## config.mk

```make
export PLATFORM = sky130hd
export DESIGN_NAME = ifm_stream_reader
export DESIGN_NICKNAME = d
export VERILOG_FILES = /design/src/rtl/ifm_stream_reader_pkg.sv /design/src/rtl/ifm_stream_outreg.sv /design/src/rtl/ifm_stream_reader.sv
export SDC_FILE = /design/constraint.sdc
export NUM_CORES = 1
export LEC_CHECK = 0
export ABC_AREA = 1
export BUFFER_PORTS_ARGS = -buffer_cell sky130_fd_sc_hd__buf_4
export CAP_MARGIN = 20
export CORE_MARGIN = 3
export CORE_UTILIZATION = 63
export CTS_CLUSTER_DIAMETER = 40
export DETAILED_ROUTE_END_ITERATION = 8
export PLACE_DENSITY = 0.87
export SLEW_MARGIN = 10
export SYNTH_ARGS = -nofsm -noshare
export SYNTH_HDL_FRONTEND = slang
export SYNTH_SLANG_ARGS = --single-unit
export TNS_END_PERCENT = 50
```

## constraint.sdc

```tcl
create_clock -name clk -period 5.2 [get_ports clk]
set_input_delay 0 -clock clk [delete_from_list [all_inputs] [get_ports clk]]
set_output_delay 0 -clock clk [all_outputs]
set_load 0.02 [all_outputs]
```

## src/rtl/ifm_stream_reader_pkg.sv

```systemverilog
// Shared definitions for the IFM stream reader: map-size table, sel codes,
// FSM encoding and the nibble-unpack helper.
package ifm_stream_reader_pkg;

    localparam int NUM_CH = 8;
    localparam int CH_W   = 4;

    localparam int LEN1_DEF = 16;
    localparam int LEN2_DEF = 14;
    localparam int LEN3_DEF = 28;
    localparam int LEN4_DEF = 56;
    localparam int LEN5_DEF = 112;
    localparam int LEN6_DEF = 224;

    localparam logic [2:0] SEL_16  = 3'd0;
    localparam logic [2:0] SEL_14  = 3'd1;
    localparam logic [2:0] SEL_28  = 3'd2;
    localparam logic [2:0] SEL_56  = 3'd3;
    localparam logic [2:0] SEL_112 = 3'd4;
    localparam logic [2:0] SEL_224 = 3'd5;

    typedef logic [5:0][7:0] len_tab_t;
    typedef logic [NUM_CH-1:0][CH_W-1:0] pix_t;

    localparam len_tab_t LEN_TAB_DEF = {8'(LEN6_DEF), 8'(LEN5_DEF), 8'(LEN4_DEF),
                                        8'(LEN3_DEF), 8'(LEN2_DEF), 8'(LEN1_DEF)};

    typedef enum logic [1:0] {
        ST_IDLE = 2'd0,
        ST_RUN  = 2'd1,
        ST_DONE = 2'd2
    } state_t;

    // Zero marks an invalid code so callers can use it as the error test.
    function automatic logic [7:0] len_of_sel(input logic [2:0] sel,
                                              input len_tab_t tab = LEN_TAB_DEF);
        logic [7:0] len;
        case (sel)
            SEL_16:  len = tab[0];
            SEL_14:  len = tab[1];
            SEL_28:  len = tab[2];
            SEL_56:  len = tab[3];
            SEL_112: len = tab[4];
            SEL_224: len = tab[5];
            default: len = 8'd0;
        endcase
        return len;
    endfunction

    function automatic pix_t unpack_nibbles(input logic [31:0] word);
        return pix_t'(word);
    endfunction

endpackage

```

## src/rtl/ifm_stream_outreg.sv

```systemverilog
// Output stage: one-word skid buffer that catches a read landing during pause,
// plus the registered channel data, beat strobe and sof/eol flags.
module ifm_stream_outreg
    import ifm_stream_reader_pkg::*;
(
    input  logic        clk,
    input  logic        rst_n,
    input  logic        rd_pending,
    input  logic        pause,
    input  logic [31:0] rdata,
    input  logic        sof_in,
    input  logic        eol_in,
    output logic        fire,
    output logic        out_valid,
    output pix_t        pix,
    output logic        sof,
    output logic        eol
);

    logic [31:0] skid;
    logic        skid_v;

    // A beat leaves this edge when unpaused and either a fresh word or a skid word exists.
    assign fire = !pause && (rd_pending || skid_v);

    always_ff @(posedge clk or negedge rst_n) begin
        if (!rst_n) begin
            skid      <= '0;
            skid_v    <= 1'b0;
            pix       <= '0;
            out_valid <= 1'b0;
            sof       <= 1'b0;
            eol       <= 1'b0;
        end else begin
            out_valid <= fire;
            sof       <= fire && sof_in;
            eol       <= fire && eol_in;
            if (rd_pending && pause) begin
                skid   <= rdata;
                skid_v <= 1'b1;
            end else if (rd_pending) begin
                pix <= unpack_nibbles(rdata);
            end else if (skid_v && !pause) begin
                pix    <= unpack_nibbles(skid);
                skid_v <= 1'b0;
            end
        end
    end

    // Skid only fills while pause blocks new reads, so it is always drained first.
    a_no_skid_collision: assert property (@(posedge clk) disable iff (!rst_n)
        !(rd_pending && skid_v));

endmodule

```

## src/rtl/ifm_stream_reader.sv

```systemverilog
// Raster-order feature-map reader feeding the 3x3 line-buffer collector with
// eight 4-bit channel streams; map side chosen by the shared sel code.
module ifm_stream_reader
    import ifm_stream_reader_pkg::*;
#(
    parameter int LEN1 = LEN1_DEF,
    parameter int LEN2 = LEN2_DEF,
    parameter int LEN3 = LEN3_DEF,
    parameter int LEN4 = LEN4_DEF,
    parameter int LEN5 = LEN5_DEF,
    parameter int LEN6 = LEN6_DEF,
    parameter int AW   = 16
) (
    input  logic          clk,
    input  logic          rst_n,
    input  logic          start,
    input  logic [2:0]    sel,
    input  logic          pause,
    output logic          mem_rd_en,
    output logic [AW-1:0] mem_addr,
    input  logic [31:0]   mem_rdata,
    output logic          out_valid,
    output logic [3:0]    ifmstream_0,
    output logic [3:0]    ifmstream_1,
    output logic [3:0]    ifmstream_2,
    output logic [3:0]    ifmstream_3,
    output logic [3:0]    ifmstream_4,
    output logic [3:0]    ifmstream_5,
    output logic [3:0]    ifmstream_6,
    output logic [3:0]    ifmstream_7,
    output logic          sof,
    output logic          eol,
    output logic          busy,
    output logic          done,
    output logic          err
);

    localparam len_tab_t LEN_TAB = {8'(LEN6), 8'(LEN5), 8'(LEN4),
                                    8'(LEN3), 8'(LEN2), 8'(LEN1)};
    // One extra bit so rd_cnt can reach N itself and stop the read issue.
    localparam int CW = AW + 1;

    state_t        state;
    logic [7:0]    len;
    logic [7:0]    col;
    logic [7:0]    row;
    logic [CW-1:0] n_pix;
    logic [CW-1:0] rd_cnt;
    logic          rd_pending;
    logic          fire;
    logic          fin;
    logic [7:0]    sel_len;
    logic          sof_in;
    logic          eol_in;
    logic          last_beat;
    pix_t          pix;

    assign sel_len   = len_of_sel(sel, LEN_TAB);
    assign mem_rd_en = (state == ST_RUN) && !pause && (rd_cnt < n_pix);
    assign mem_addr  = rd_cnt[AW-1:0];
    assign sof_in    = (row == 8'd0) && (col == 8'd0);
    assign eol_in    = (col == len - 8'd1);
    assign last_beat = fire && eol_in && (row == len - 8'd1);

    always_ff @(posedge clk or negedge rst_n) begin
        if (!rst_n) rd_pending <= 1'b0;
        else        rd_pending <= mem_rd_en;
    end

    always_ff @(posedge clk or negedge rst_n) begin
        if (!rst_n) begin
            state  <= ST_IDLE;
            len    <= '0;
            n_pix  <= '0;
            rd_cnt <= '0;
            col    <= '0;
            row    <= '0;
            fin    <= 1'b0;
            busy   <= 1'b0;
            done   <= 1'b0;
            err    <= 1'b0;
        end else begin
            done <= 1'b0;
            err  <= 1'b0;
            case (state)
                ST_IDLE: begin
                    if (start) begin
                        if (sel_len != 8'd0) begin
                            len    <= sel_len;
                            n_pix  <= CW'(sel_len) * CW'(sel_len);
                            rd_cnt <= '0;
                            col    <= '0;
                            row    <= '0;
                            fin    <= 1'b0;
                            busy   <= 1'b1;
                            state  <= ST_RUN;
                        end else begin
                            err <= 1'b1;
                        end
                    end
                end
                ST_RUN: begin
                    if (mem_rd_en) rd_cnt <= rd_cnt + CW'(1);
                    // Position tracks emitted beats, so pauses never skew sof/eol.
                    if (fire) begin
                        if (eol_in) begin
                            col <= '0;
                            row <= row + 8'd1;
                        end else begin
                            col <= col + 8'd1;
                        end
                    end
                    if (last_beat) fin <= 1'b1;
                    if (fin) begin
                        state  <= ST_DONE;
                        busy   <= 1'b0;
                        done   <= 1'b1;
                        rd_cnt <= '0;
                    end
                end
                ST_DONE: state <= ST_IDLE;
                default: state <= ST_IDLE;
            endcase
        end
    end

    ifm_stream_outreg u_outreg (
        .clk        (clk),
        .rst_n      (rst_n),
        .rd_pending (rd_pending),
        .pause      (pause),
        .rdata      (mem_rdata),
        .sof_in     (sof_in),
        .eol_in     (eol_in),
        .fire       (fire),
        .out_valid  (out_valid),
        .pix        (pix),
        .sof        (sof),
        .eol        (eol)
    );

    assign ifmstream_0 = pix[0];
    assign ifmstream_1 = pix[1];
    assign ifmstream_2 = pix[2];
    assign ifmstream_3 = pix[3];
    assign ifmstream_4 = pix[4];
    assign ifmstream_5 = pix[5];
    assign ifmstream_6 = pix[6];
    assign ifmstream_7 = pix[7];

endmodule

```

# Yosys cells after proc, flatten, opt, wreduce, memory -nomap -nowiden
# Cells that the tools add are included.
[totals] ff_bits=132 latchBits=0 ram_bits=0 mem_bits_ro=0 in_bits=39 output_inout_bits=55 elab_cells=111 n_memories=0
[op_classes] addsub=4 mul=1 n_div=0 magnitude_cmp=1 eq_ne=16 shifts=0 mux=36 n_bitwise=1 reduce_logical=28
[op_table] op="$mux W17" count=4
[op_table] op="$mux W32" count=2
[op_table] op="$mux W8" count=6
[op_table] op="$pmux W8 S6" count=1
[op_table] op="$pmux W17 S2" count=1
[op_table] op="$pmux W8 S2" count=2
[op_table] op="$add A17 B1 Y17 const B" count=1
[op_table] op="$lt A17 B16 Y1" count=1
[op_table] op="$add A8 B1 Y8 const B" count=2
[op_table] op="$eq A8 B8 Y1" count=2
[op_table] op="$logic_not A8 Y1" count=2
[op_table] op="$mul A8 B8 Y16" count=1
[op_table] op="$reduce_and A4 Y1" count=4
[op_table] op="$mux W1" count=14
[op_table] op="$logic_and A1 B1 Y1" count=9
[op_table] op="$ne A2 B2 Y1 const B" count=4
[op_table] op="$reduce_bool A8 Y1" count=1
[op_table] op="$sub A8 B1 Y8 const B" count=1
[op_table] op="$eq A3 B2 Y1 const B" count=2
[op_table] op="$eq A3 B3 Y1 const B" count=2
[op_table] op="$mux W2" count=3
[op_table] op="$ne A2 B1 Y1 const B" count=3
[op_table] op="$reduce_and A3 Y1" count=2
[op_table] op="$reduce_bool A2 Y1" count=3
[op_table] op="12 further kinds" count=14

# Longest topological paths before layout
[depth] word_depth=6 depth_mapped=20 ltp_nobuf=20

# Modules after synthesis
# A second synthesis with hierarchy kept.
[hier_totals] hier_cells=1005 hier_area_um2=7793.7
[modules_own_cells] module="ifm_stream_reader" instances=1 cells_each=613 area_each_um2=4718.3
[modules_own_cells] module="ifm_stream_outreg" instances=1 cells_each=392 area_each_um2=3075.4

# Worst setup path before layout
# OpenSTA, ideal clock, no wires.
[synth_timing] path_type="input port to flip-flop" start="input sel[1]" end="register n_pix[12]" arrival_ps=3579 t_required_ps=5066 slack_ps=1488 cell_stages=19 cell_sequence="inv_1 -> nor2_1 -> inv_1 -> nor2_1 -> inv_1 -> a21boi_0 -> fa_1 -> fa_1 -> fa_1 -> inv_1 -> fa_1 -> inv_1 -> ha_1 -> inv_1 -> o21ai_0 -> a221oi_1 -> nand3_1 -> nand3_1 -> o21ai_0"
[synth_via] elab_chain_len=4 elab_cells_between_ends=10
[synth_rtl] item="from (decl)" line="ifm_stream_reader.sv:17" rtl="input logic [2:0] sel,"
[synth_rtl] item="$eq A3 B3 Y1, or another cell as far along" line="ifm_stream_reader_pkg.sv:38" rtl="case (sel)"
[synth_rtl] item="$pmux W8 S6 *" line="ifm_stream_reader_pkg.sv:38"
[synth_rtl] item="parallel branches: the longest is 2 deep, another holds $mul A8 B8 Y16"
[synth_rtl] item="to (signal assigned)" line="ifm_stream_reader.sv:90" rtl="n_pix <= CW'(sel_len) * CW'(sel_len);"
[synth_rtl] item="to (decl)" line="ifm_stream_reader.sv:47" rtl="logic [CW-1:0] n_pix;"
# Mark *: on every way between the ends.
# A chain may end at the register's enable or synchronous reset.

# Final worst setup path
# Same ends and word-level chain as after synthesis.

==> results.json <==
{
  "cp_common_cell": "inv_1",
  "cts_resized": 0,
  "fin_crit_sh": 0.801,
  "clockPowerShare": 0.352,
  "netSwitchingPower_mw": 1.20,
  "seqPwrFrac": 0.369,
  "vias": 7120,
  "die_w_um": 115,
  "netlist_area_sq_um": 7510,
  "power.density_nw_per_um2": 377,
  "p_leak_nw": 4.78,
  "track_usage": 0.313,
  "placed_area_sq_um": 8190,
  "ys.flop_type": "dfrtp_1",
  "netlist.area_leader.share": 0.413,
  "finalSetupViolCount": 0,
  "drt_drc_violations_left": 0,
  "synth_top_cell_by_area": "dfrtp_1",
  "clk_pin_slew_ns": 0.06,
  "ir_worst_vdd_v": 0.000185,
  "end_kind": "flip-flop",
  "p_sw_frac": 0.347,
  "wl_met3_um": 1300,
  "postSynthCellCount": 983,
  "overflow": 0,
  "synth_edf_count": 0,
  "firstDrtPassIters": 7,
  "p_int_mw": 2.27,
  "startpoint": "sel[1]",
  "drv_slew": 0,
  "wl_per_cell_um": 15.9,
  "rr_worst_depth": 10,
  "nets": 1189,
  "hp-class": "input port to asynchronous set/reset pin",
  "fmax_mhz": 240,
  "insertion_delay_ns": 0.42,
  "post-route-util": 0.801,
  "diodes": 0,
  "synth_warnings": 0,
  "status": "finished clean",
  "synth_area_per_cell_sq_um": 7.64,
  "crit_type": "input port to flip-flop",
  "antenna_found_initial": 0,
  "cts_buffers": 17,
  "coreArea_sq_um": 11500,
  "reg2reg_slack_ns": 2.35,
  "finalHoldWorstSlack_ns": 0.219,
  "fp.dieH_um": 115,
  "start_kind": "input port",
  "path_cells": "dlygate4sd3_1 -> buf_4 -> inv_1 -> nor2_1 -> inv_1 -> nor2_1 -> inv_1 -> a21boi_0 -> fa_1 -> fa_1 -> fa_1 -> inv_1 -> fa_1 -> inv_1 -> ha_1 -> inv_1 -> o21ai_0 -> a221oi_1 -> nand3_1 -> nand3_1 -> o21ai_0",
  "slew_headroom": 0.293,
  "dieArea_sq_um": 13300,
  "min_period_ns": 4.17,
  "slowest_stage": "fa_1",
  "rows": 39,
  "io_pins": 94,
  "dr.first_iter.drc_count": 803,
  "place_hpwl_um": 12100,
  "worstPathArrival_ns": 4.47,
  "worstSetupEndpoint": "n_pix[12]",
  "grt_max_degree": 68,
  "slowest_delay_ns": 0.55,
  "worstReg2RegEnd": "len[7]",
  "htreeDepth": 4,
  "clockBufferDepth": 2,
  "grt_pass1_vias": 6968,
  "rsz0062_at_grt": "no",
  "synth_area_leaders": "dfrtp_1, nand2_1, ha_1",
  "seq_area_frac_synth": 0.413,
  "r2r_start": "state[1]",
  "routed.top_layer": "met4",
  "hold_viol": 0,
  "wl_met1_um": 8120,
  "grt_pass1_wl_um": 33200,
  "viasPerCell": 5.66,
  "worstMarginPinSlew_ns": 1.06,
  "worst-endpoint-required_ns": 5.50,
  "power_frac_comb": 0.279,
  "port_buffers": 93,
  "yosys_register_bits": 124,
  "postLayoutCellArea_sq_um": 9220,
  "gp_congestion": 0.962,
  "drv_cap": 0,
  "drt-total-wl_um": 20000,
  "cts_tree": "done",
  "drive_above_1_share": 0.137,
  "synthToLayoutAreaGrowth_pct": 22.8,
  "yosysUniqueCellTypes": 37,
  "antenna_left": 0,
  "setup-tns-final_ns": 0,
  "cp_max_fo": 5,
  "start_util": 0.652,
  "cts-root-buf": "clkbuf_16",
  "cts_sinks": 124,
  "synthArstFlopShare": 1.00,
  "skew_ns": 0.00882,
  "met2_length_um": 10100
}
sequential cells by signal, summed over array words and instances (netlist names):
name / cells
busy: 1
u_outreg.skid_v: 1
u_outreg.skid: 32
state: 2
rd_cnt: 17
fin: 1
len: 6
rd_pending: 1
u_outreg.eol: 1
row: 8
done: 1
u_outreg.out_valid: 1
u_outreg.sof: 1
err: 1
col: 8
n_pix: 10
u_outreg.pix: 32
final cells by class:
type | count | area [sq um]
Timing Repair Buffer | 139 | 1150
Sequential cell | 124 | 3100
Tap cell | 143 | 179
Clock inverter | 15 | 186
Multi-Input combinational cell | 692 | 3700
Clock buffer | 17 | 425
Inverter | 127 | 477
Fill cell | 692 | 2300
synth_stat cells (11+ instances only):
library cell  number
o21ai_1           36
fa_1              11
clkbuf_1          22
dfrtp_1          124
xor2_1            17
a21oi_1           23
nand4_1           21
buf_4             16
nor2_1            66
nand2_1          254
nand3_1           74
nor3_1            14
o21ai_0           85
inv_1            118
ha_1              38
critical path, delay by kind of cell:
kind            cells  cell delay, ns
buf+inv             8            1.12
compound gates      4            0.57
fa+ha+maj           5            2.46
simple gates        4            0.32
cells by family (layout without fill, tap and decap cells):
logic type               Yosys count  after routing  share of synthesized area
XOR/XNOR                          22             22                     0.0275
adder cells (fa/ha/maj)           50             50                     0.0940
flip-flops                       124            124                      0.413
other                              2             17                    0.00100
AO/OA/AOI/OAI                    152            152                      0.104
AND/OR/NAND/NOR                  451            451                      0.257
buffers and inverters            182            298                      0.104
how the worst min path moves through the flow:
stage                                  to  start  depth (start not counted)  slack (ns)
after CTS                 u_outreg.pix[6]  rst_n                          2        0.25
after floorplan                      busy  rst_n                          0       -0.30
final                     u_outreg.pix[6]  rst_n                          2        0.22
after global routing      u_outreg.pix[6]  rst_n                          2        0.31
after detailed placement  u_outreg.pix[6]  rst_n                          1        0.14
after global placement    u_outreg.pix[6]  rst_n                          1        0.14
routing by layer:
metal,global-route usage,up-vias
met5,0,-
met4,0.114,0
met3,0.0574,52
met2,0.535,348
met1,0.400,3347
li1,-,3373
power groups by stage:
stage | clock network, mW | registers, mW | logic, mW
5_1_grt | 1.27 | 1.30 | 1.09
4_1_cts | 1.22 | 1.27 | 0.957
3_5_place_dp | 0 | 1.28 | 0.912
6_report | 1.22 | 1.28 | 0.969
2_1_floorplan | 0 | 1.28 | 0.625
3_3_place_gp | 0 | 1.27 | 0.872
stage by stage:
stage | instances | setup slack [ns] | total power [mW]
after floorplan | 998 | 1.49 | 1.91
after global placement | 1184 | 1.18 | 2.14
after detailed placement | 1184 | 1.10 | 2.19
after CTS | 1256 | 0.973 | 3.44
after global routing | 1257 | 0.728 | 3.66
final | 1257 | 1.03 | 3.47
repair_timing:
item,4_1_cts,5_1_grt
endpoints found under the hold margin,125,0
buffers inserted,0,0
hold buffers,40,0
setup endpoints to repair,0,0
placed cells by master, fill, tap and decap left out, drive strengths merged, types with 3 or more instances in the layout:
cell type	Yosys	final
buf	33	99
inv	127	132
nor3	16	16
nor2	69	69
fa	11	11
ha	38	38
nand3	74	74
clkinvlp	0	3
o21ai	121	121
xor2	17	17
clkinv	0	4
dlygate4sd3	0	40
clkbuf	22	17
a21oi	23	23
bufinv	0	3
dfrtp	124	124
conb	2	17
nand4	21	21
xnor2	4	4
nor4	9	9
nand2	259	259
Note: power is estimated with default switching activity, not from simulation.
